[src/rtl/snake_pkg.sv]
// rtl/snake_pkg.sv - shared cell/state types and fatal-cell helper for the collision monitor
package snake_pkg;

    // Cell code reported by the grid lookup for the cell under a snake head.
    typedef enum logic [1:0] {
        CELL_EMPTY = 2'd0,
        CELL_FOOD  = 2'd1,
        CELL_BODY  = 2'd2,
        CELL_WALL  = 2'd3
    } cell_t;

    // Per-channel collision state.
    typedef enum logic [1:0] {
        ALIVE = 2'd0,
        HIT   = 2'd1,
        GRACE = 2'd2,
        DEAD  = 2'd3
    } ch_state_t;

    // A wall always kills; a body segment kills only when body_fatal is set.
    function automatic logic is_fatal(input cell_t s, input logic body_fatal);
        return (s == CELL_WALL) || (body_fatal && (s == CELL_BODY));
    endfunction

endpackage

[src/rtl/collision_channel.sv]
// rtl/collision_channel.sv - per-snake collision FSM with lives, grace window and cause latch
//
// Ports:
//   clk, rst       clock, synchronous active-high reset
//   i_listen       1-cycle strobe: i_status is valid this cycle
//   i_status       cell code under this snake's head
//   i_ack_edge     rising edge of the player acknowledge (shared by all channels)
//   o_collided     channel is in HIT
//   o_hit_pulse    1-cycle pulse on entry to HIT
//   o_cause        cell code of the most recent hit
//   o_food_pulse   1-cycle pulse on a food pickup while ALIVE or GRACE
//   o_lives        remaining lives
//   o_dead         channel has reached the terminal DEAD state
module collision_channel
    import snake_pkg::*;
#(
    parameter int  LIVES      = 3,
    parameter int  GRACE_CYC  = 16,
    parameter int  BODY_FATAL = 1,
    localparam int LIVES_W    = $clog2(LIVES + 1),
    localparam int CNT_W      = (GRACE_CYC > 1) ? $clog2(GRACE_CYC) : 1
) (
    input  logic               clk,
    input  logic               rst,
    input  logic               i_listen,
    input  cell_t              i_status,
    input  logic               i_ack_edge,
    output logic               o_collided,
    output logic               o_hit_pulse,
    output cell_t              o_cause,
    output logic               o_food_pulse,
    output logic [LIVES_W-1:0] o_lives,
    output logic               o_dead
);

    localparam logic              BODY_KILLS = (BODY_FATAL != 0);
    localparam logic [CNT_W-1:0]  GRACE_LOAD = CNT_W'(GRACE_CYC - 1);
    localparam logic [LIVES_W-1:0] LIVES_INIT = LIVES_W'(LIVES);

    ch_state_t          r_state;
    logic [CNT_W-1:0]   r_grace_cnt;
    logic [LIVES_W-1:0] r_lives;
    cell_t              r_cause;
    logic               r_collided;
    logic               r_hit_pulse;
    logic               r_food_pulse;

    logic w_fatal;
    logic w_food;

    assign w_fatal = i_listen && is_fatal(i_status, BODY_KILLS);
    assign w_food  = i_listen && (i_status == CELL_FOOD);

    always_ff @(posedge clk) begin
        if (rst) begin
            r_state      <= ALIVE;
            r_grace_cnt  <= '0;
            r_lives      <= LIVES_INIT;
            r_cause      <= CELL_EMPTY;
            r_collided   <= 1'b0;
            r_hit_pulse  <= 1'b0;
            r_food_pulse <= 1'b0;
        end else begin
            // Pulses are single-cycle unless re-asserted below.
            r_hit_pulse  <= 1'b0;
            r_food_pulse <= 1'b0;

            case (r_state)
                ALIVE: begin
                    if (w_fatal) begin
                        r_state     <= HIT;
                        r_collided  <= 1'b1;
                        r_hit_pulse <= 1'b1;
                        r_cause     <= i_status;
                        // Saturate rather than wrap.
                        if (r_lives != '0) begin
                            r_lives <= r_lives - LIVES_W'(1);
                        end
                    end else if (w_food) begin
                        r_food_pulse <= 1'b1;
                    end
                end

                HIT: begin
                    // Head samples are meaningless while waiting for the player.
                    if (i_ack_edge) begin
                        r_collided <= 1'b0;
                        if (r_lives != '0) begin
                            r_state     <= GRACE;
                            r_grace_cnt <= GRACE_LOAD;
                        end else begin
                            r_state <= DEAD;
                        end
                    end
                end

                GRACE: begin
                    // Fatal cells are ignored here, including on the expiry cycle;
                    // the snake is vulnerable only from the cycle after expiry.
                    if (w_food) begin
                        r_food_pulse <= 1'b1;
                    end
                    if (r_grace_cnt == '0) begin
                        r_state <= ALIVE;
                    end else begin
                        r_grace_cnt <= r_grace_cnt - CNT_W'(1);
                    end
                end

                DEAD: begin
                    // Terminal until reset: lives and cause hold.
                    r_state <= DEAD;
                end

                default: begin
                    r_state    <= ALIVE;
                    r_collided <= 1'b0;
                end
            endcase
        end
    end

    assign o_collided   = r_collided;
    assign o_hit_pulse  = r_hit_pulse;
    assign o_cause      = r_cause;
    assign o_food_pulse = r_food_pulse;
    assign o_lives      = r_lives;
    assign o_dead       = (r_state == DEAD);

endmodule

[src/rtl/collision_monitor.sv]
// rtl/collision_monitor.sv - multi-snake collision tracker: ack edge detect, channels, game over
//
// Ports:
//   clk, rst       clock, synchronous active-high reset
//   i_listen       per-channel sample strobe
//   i_status       per-channel cell code under the head
//   i_ack          player acknowledge level, already synchronous to clk
//   o_collided     per-channel: in HIT
//   o_hit_pulse    per-channel: 1-cycle pulse on entry to HIT
//   o_cause        per-channel: cell code of the last hit
//   o_food_pulse   per-channel: 1-cycle food pickup pulse
//   o_lives        per-channel: remaining lives
//   o_game_over    every channel is DEAD (registered)
module collision_monitor
    import snake_pkg::*;
#(
    parameter int  N_CH       = 2,
    parameter int  LIVES      = 3,
    parameter int  GRACE_CYC  = 16,
    parameter int  BODY_FATAL = 1,
    localparam int LIVES_W    = $clog2(LIVES + 1)
) (
    input  logic                          clk,
    input  logic                          rst,
    input  logic  [N_CH-1:0]              i_listen,
    input  cell_t [N_CH-1:0]              i_status,
    input  logic                          i_ack,
    output logic  [N_CH-1:0]              o_collided,
    output logic  [N_CH-1:0]              o_hit_pulse,
    output cell_t [N_CH-1:0]              o_cause,
    output logic  [N_CH-1:0]              o_food_pulse,
    output logic  [N_CH-1:0][LIVES_W-1:0] o_lives,
    output logic                          o_game_over
);

    // Reset to 1 so an ack held high through reset release is not seen as an edge.
    logic            r_ack_q;
    logic            r_game_over;
    logic            w_ack_edge;
    logic [N_CH-1:0] w_dead;

    assign w_ack_edge = i_ack && !r_ack_q;

    always_ff @(posedge clk) begin
        if (rst) begin
            r_ack_q     <= 1'b1;
            r_game_over <= 1'b0;
        end else begin
            r_ack_q     <= i_ack;
            r_game_over <= &w_dead;
        end
    end

    for (genvar g = 0; g < N_CH; g++) begin : g_ch
        collision_channel #(
            .LIVES      (LIVES),
            .GRACE_CYC  (GRACE_CYC),
            .BODY_FATAL (BODY_FATAL)
        ) u_ch (
            .clk          (clk),
            .rst          (rst),
            .i_listen     (i_listen[g]),
            .i_status     (i_status[g]),
            .i_ack_edge   (w_ack_edge),
            .o_collided   (o_collided[g]),
            .o_hit_pulse  (o_hit_pulse[g]),
            .o_cause      (o_cause[g]),
            .o_food_pulse (o_food_pulse[g]),
            .o_lives      (o_lives[g]),
            .o_dead       (w_dead[g])
        );
    end

    assign o_game_over = r_game_over;

endmodule
[config.mk]
export PLATFORM = sky130hd
export DESIGN_NAME = collision_monitor
export DESIGN_NICKNAME = d
export VERILOG_FILES = /design/src/rtl/snake_pkg.sv /design/src/rtl/collision_channel.sv /design/src/rtl/collision_monitor.sv
export SDC_FILE = /design/constraint.sdc
export NUM_CORES = 1
export LEC_CHECK = 0
export ABC_AREA = 1
export CAP_MARGIN = 40
export CORE_ASPECT_RATIO = 0.75
export CORE_MARGIN = 3
export CORE_UTILIZATION = 51
export DETAILED_ROUTE_END_ITERATION = 8
export MAX_ROUTING_LAYER = met4
export PLACE_DENSITY = 0.78
export SLEW_MARGIN = 20
export SYNTH_ARGS = -nofsm -noshare
export SYNTH_HDL_FRONTEND = slang
export SYNTH_HIERARCHICAL = 1
export SYNTH_SLANG_ARGS = --single-unit
[constraint.sdc]
create_clock -name clk -period 1.46 [get_ports clk]
set_input_delay 0.146 -clock clk [delete_from_list [all_inputs] [get_ports clk]]
set_output_delay 0.146 -clock clk [all_outputs]
set_load 0.005 [all_outputs]
==> impl_metrics.toml, run 1 <==
[synthesis]
yosys.area.top_type_share_pct = 43.0
netlist_instances = 189
ys_ff_latch = 28
yosysUniqueCellTypes = 18
syn_area_um2 = 1310
synth_top_area_cell = "dfxtp_1"
ys_warn_count = 6
avgSynthCellArea_um2 = 6.90
synth.area.top_cells = "dfxtp_1 (43%), nand2_1 (14%), nor2_1 (8.6%)"
syn-num-nets = 202
synth-seq-area-share_pct = 43.0

[sta]
slew_headroom_pct = 74.2
slew_violations = 0
timing.hold.ws_ps = 377
finalHoldViolCount = 0
worst_pin_slew_ps = 386
fin_crit_ps = 1360
timing.final.ws_setup_ps = 101
skew_ps = 6.13
setup_viol = 0
tns_ps = 0
period_share_pct = 93.1
max_freq_mhz = 736
rsz0062_at_grt = "false"

[power]
ir_drop_uv = 1170
p_per_area_nw_per_um2 = 1080
p_leak_nw = 0.818
p_total_mw = 1.74

[place]
portBuffers = 23
post-place-ws_ps = -19.8
dpl-instance-area_um2 = 1560
dp_hpwl_um = 2010
routabilityCongestion = 0.717
placedCellCount = 244

[worst_setup_path]
crit_family = "buffers and inverters"
r2r-end = "g_ch[1].u_ch/r_grace_cnt[0]"
cp.depth = 1
endpoint = "o_lives[3]"
rr_worst_depth = 7
r2r_slack_ps = 260
cp-end-kind = "output pin"
cp_slowest_cell = "clkdlybuf4s50_1"
crit_buf_inv = 1
slowest_delay_ps = 520
path_cells = "clkdlybuf4s50_1"
startpoint_type = "flip-flop"
critPathArrivalTime_ps = 1210
reg2reg_from = "g_ch[1].u_ch/r_grace_cnt[0]"
worstSetupPathType = "reg -> out"
path_max_fanout = 3
cp.required_ps = 1310
worstSetupStartpoint = "g_ch[1].u_ch/o_lives[1]"

[floorplan]
dieHeight_um = 49.8
initial_core_util_pct = 55.2
die_area_um2 = 3210
fp.dieW_um = 64.4
num_rows = 15
io_pins = 24
fp.coreArea_um2 = 2360

[status]
status = "finished, final reports clean"

[run]
maxCapViolations = 0

[grt]
grt-ovfl-total = 0
antenna_found_initial = 0
grt_pass1_wl_um = 4430
grt_max_degree = 17
grt_pass1_vias = 1131
grt_use_total_pct = 17.8

[clock_tree]
post_cts_buffers = 0
clk_path_buf_depth = 2
clockRootBuffer = "clkbuf_4"
cts_buffers = 3
clkSlewWorstSetupHoldPaths_ps = 150
ctsHoldBuffers = 0
cts_sinks = 28
clk_latency_ps = 320
htreeDepth = 1
cts_tree = "built"
cts_resized = 0

[drt]
viasPerCell = 4.85
routed.top_layer = "met4"
met3_length_um = 79
wl_met1_um = 1230
remaining_drc_errors = 0
firstDrtPassIters = 4
via_count = 1202
antenna_left = 0
wl_per_cell_um = 10.3
drt_iter0_markers = 33
wl_um = 2560
met2_length_um = 1240

[final_layout]
area_growth_pct = 23.2
fin_cells = 248
post-route-util_pct = 68.0
drive_above_1_share_pct = 8.41
diodes = 0
fin_area_um2 = 1610
fin_nets = 228

[hold_path]
min-delay-path-class = "in -> reg"
==> layout make-up <==
| type | instances | area (um^2) |
|---|---|---|
| Clock buffer | 3 | 22.5 |
| Timing Repair Buffer | 23 | 230 |
| Fill cell | 222 | 757 |
| Tap cell | 34 | 42.5 |
| Multi-Input combinational cell | 126 | 598 |
| Inverter | 33 | 124 |
| Sequential cell | 28 | 561 |
| Clock inverter | 1 | 30.0 |
==> synthesized netlist by cell type, drive strengths merged <==
| library cell | instances |
|---|---|
| or2 | 1 |
| xor2 | 2 |
| a21oi | 4 |
| nand4 | 2 |
| nand3 | 22 |
| o21ai | 4 |
| buf | 2 |
| nand2 | 51 |
| ha | 4 |
| dfxtp | 28 |
| inv | 33 |
| nor3 | 2 |
| nor2 | 34 |
==> kinds of logic after synthesis <==
logic type,share of synthesized area [%]
simple gates,37.0
buf+inv,11.2
flops,43.0
compound gates,3.64
fa+ha+maj,3.84
xor+xnor,1.34
==> flip-flops by register name, summed over array words and instances, names as in the netlist <==
| register | count |
|---|---|
| g_ch.u_ch/o_collided | 2 |
| r_ack_q | 1 |
| o_game_over | 1 |
| g_ch.u_ch/o_lives | 4 |
| g_ch.u_ch/o_cause | 4 |
| g_ch.u_ch/o_hit_pulse | 2 |
| g_ch.u_ch/r_state | 4 |
| g_ch.u_ch/o_food_pulse | 2 |
| g_ch.u_ch/r_grace_cnt | 8 |
==> how the worst min path moves through the flow <==
stage	startpoint	to	cells after the start	slack [ps]
after detailed placement	g_ch[1].u_ch/o_cause[1]	g_ch[1].u_ch/o_cause[1]	2	450
after floorplan	rst	o_game_over	1	220
after global placement	g_ch[0].u_ch/o_cause[1]	g_ch[0].u_ch/o_cause[1]	2	440
after global routing	i_status[2]	g_ch[1].u_ch/o_food_pulse	3	380
after CTS	i_status[2]	g_ch[1].u_ch/o_food_pulse	3	370
final	i_status[2]	g_ch[1].u_ch/o_food_pulse	3	380
==> cell usage in the layout, fill, tap and decap left out, drive strengths merged <==
master	netlist	final
or2	1	1
nor2	34	34
nand2	51	51
dfxtp	28	28
clkdlybuf4s50	0	23
nor3	2	2
a21oi	4	4
nand4	2	2
ha	4	4
xor2	2	2
nand3	22	22
clkbuf	0	3
inv	33	33
o21ai	4	4
bufinv	0	1
==> report_power, final <==
part / internal, mW / switching (mW) / leakage (nW)
sequential: 0.826 / 0.0439 / 0.229
combinational: 0.170 / 0.203 / 0.561
clock: 0.278 / 0.223 / 0.0279
total: 1.27 / 0.470 / 0.818
==> layer usage <==
layer	vias to the layer above	global-route usage [%]
met2	16	30.1
met5	-	-
met3	2	5.69
met1	551	20.0
met4	0	5.96
li1	633	-
Power figures use the tool's default switching activity.
==> run 2: changes to the inputs <==
CELL_PAD_IN_SITES_DETAIL_PLACEMENT = 2   (was default)
CELL_PAD_IN_SITES_GLOBAL_PLACEMENT = 2   (was default)
CORE_UTILIZATION = 28   (was 51)
PLACE_DENSITY = default   (was 0.78)
PLACE_DENSITY_LB_ADDON = 0.1   (was default)
==> run 2 against run 1 <==
Against the previous run:
- core utilization decreased by 28 points
- sequential share of layout area decreased by 1.7 points
- count of clock-buffer cells in the layout unchanged
- critical path type unchanged
- critical endpoint is now o_collided[0]
==> impl_metrics.toml, run 2 (same netlist as run 1, synthesis figures left out) <==
[drt]
antenna_left = 0
drt_iter0_markers = 51
wl_um = 3750
viasPerCell = 4.54
firstDrtPassIters = 4
via_count = 1235
wl_per_cell_um = 13.8
remaining_drc_errors = 0

[clock_tree]
ctsHoldBuffers = 0
post_cts_buffers = 0
clk_latency_ps = 280
clk_path_buf_depth = 2
cts_sinks = 28
clockRootBuffer = "clkbuf_8"
cts_resized = 0
cts_buffers = 3
htreeDepth = 1
cts_tree = "built"
clkSlewWorstSetupHoldPaths_ps = 100

[worst_setup_path]
rr_worst_depth = 7
cp_slowest_cell = "clkdlybuf4s50_1"
r2r_slack_ps = 210
worstSetupPathType = "reg -> out"
path_max_fanout = 2
cp-end-kind = "output pin"
critPathArrivalTime_ps = 1160
path_cells = "clkdlybuf4s50_1"
crit_buf_inv = 1
r2r-end = "g_ch[1].u_ch/r_grace_cnt[1]"
reg2reg_from = "g_ch[1].u_ch/r_grace_cnt[0]"
cp.required_ps = 1310
crit_family = "buffers and inverters"
slowest_delay_ps = 520
startpoint_type = "flip-flop"

[place]
dp_hpwl_um = 3020
portBuffers = 23
placedCellCount = 268
routabilityCongestion = 0.736

[power]
p_leak_nw = 0.845
p_sw_mw = 0.530
combPwrFrac_pct = 21.3
seqPwrFrac_pct = 45.9
pwr-share-clk_pct = 32.9
p_int_mw = 1.37
ir_drop_uv = 611
sw_frac_of_total_pct = 27.8
p_per_area_nw_per_um2 = 1130
p_total_mw = 1.90

[floorplan]
io_pins = 24
initial_core_util_pct = 30.7
num_rows = 20
fp.dieW_um = 84.8
dieHeight_um = 65.1
die_area_um2 = 5520
fp.coreArea_um2 = 4250

[final_layout]
layout_commonest_cell = "nand2_1"
layout_common_cells = "nand2_1 (49), nor2_1 (30), inv_1 (29)"
diodes = 0
post-route-util_pct = 39.7
seq_area_um2 = 561
fin_nets = 231
fillers = 495
area_growth_pct = 29.3
largest_reg_flops = 8
regMostFlops = "g_ch.u_ch/r_grace_cnt"
drive_above_1_share_pct = 9.68
multiInputGateArea_um2 = 598
fin_cells = 272

[grt]
grt_pass1_vias = 1372
grt_use_total_pct = 15.5
antenna_found_initial = 0
grt_max_degree = 17
grt_pass1_wl_um = 6600
grt-ovfl-total = 0

[sta]
slew_headroom_pct = 85.2
worst_pin_slew_ps = 222
fin_crit_ps = 1310
skew_ps = 9.20
timing.hold.ws_ps = 433
slew_violations = 0
setup_viol = 0
finalHoldViolCount = 0
tns_ps = 0
period_share_pct = 89.6
rsz0062_at_grt = "false"
max_freq_mhz = 765

[run]
maxCapViolations = 0

[status]
status = "finished, final reports clean"

[hold_path]
whs_endpoint = "g_ch[1].u_ch/o_food_pulse"
hold_start = "i_status[2]"
min-delay-path-class = "in -> reg"
holdPathStages = 3
-- run 2: per-stage QoR --
stage	setup WS [ps]	instance area (um^2)
floorplan	439	1310
global placement	113	1620
detailed placement	50.8	1620
CTS	115	1690
global route	66.2	1690
finish	152	1690
-- run 2: worst min-delay path: stages --
cell             delay, ps
clkdlybuf4s50_1        420
nand2_1                 80
nor3_1                  40
-- run 2: final cells by class --
class,count,share of cell area (%)
well taps,55,4.08
flip-flops and latches,28,33.2
repair buffers,26,15.7
multi-input cells,126,35.4
inverters,33,7.34
clock inverters,1,1.78
clock buffers,3,2.45
-- run 2: power groups by stage --
stage,sequential (mW),combinational (mW),clock [mW]
2_1_floorplan,0.885,0.236,0
3_3_place_gp,0.884,0.374,0
3_5_place_dp,0.891,0.412,0
4_1_cts,0.874,0.415,0.657
5_1_grt,0.885,0.467,0.696
6_report,0.872,0.405,0.626
-- run 2: worst max-delay path by stage --
stage	startpoint	end	slack [ps]	cells after the start
5_1_grt	g_ch[0].u_ch/o_collided	o_collided[0]	70	1
3_3_place_gp	i_ack	g_ch[1].u_ch/o_collided	110	9
4_1_cts	g_ch[0].u_ch/o_collided	o_collided[0]	110	1
2_1_floorplan	g_ch[0].u_ch/r_grace_cnt[0]	g_ch[0].u_ch/r_grace_cnt[0]	440	7
6_report	g_ch[0].u_ch/o_collided	o_collided[0]	150	1
3_5_place_dp	i_ack	g_ch[0].u_ch/o_collided	50	9
-- run 2: metal layers --
| metal | track usage, % | share of wire, % | up-vias |
|---|---|---|---|
| met5 | - | 0 | - |
| met4 | 2.96 | 0.77 | 0 |
| met3 | 3.63 | 3.2 | 4 |
| met2 | 27.3 | 49 | 14 |
| met1 | 18.3 | 47 | 586 |
| li1 | - | - | 631 |
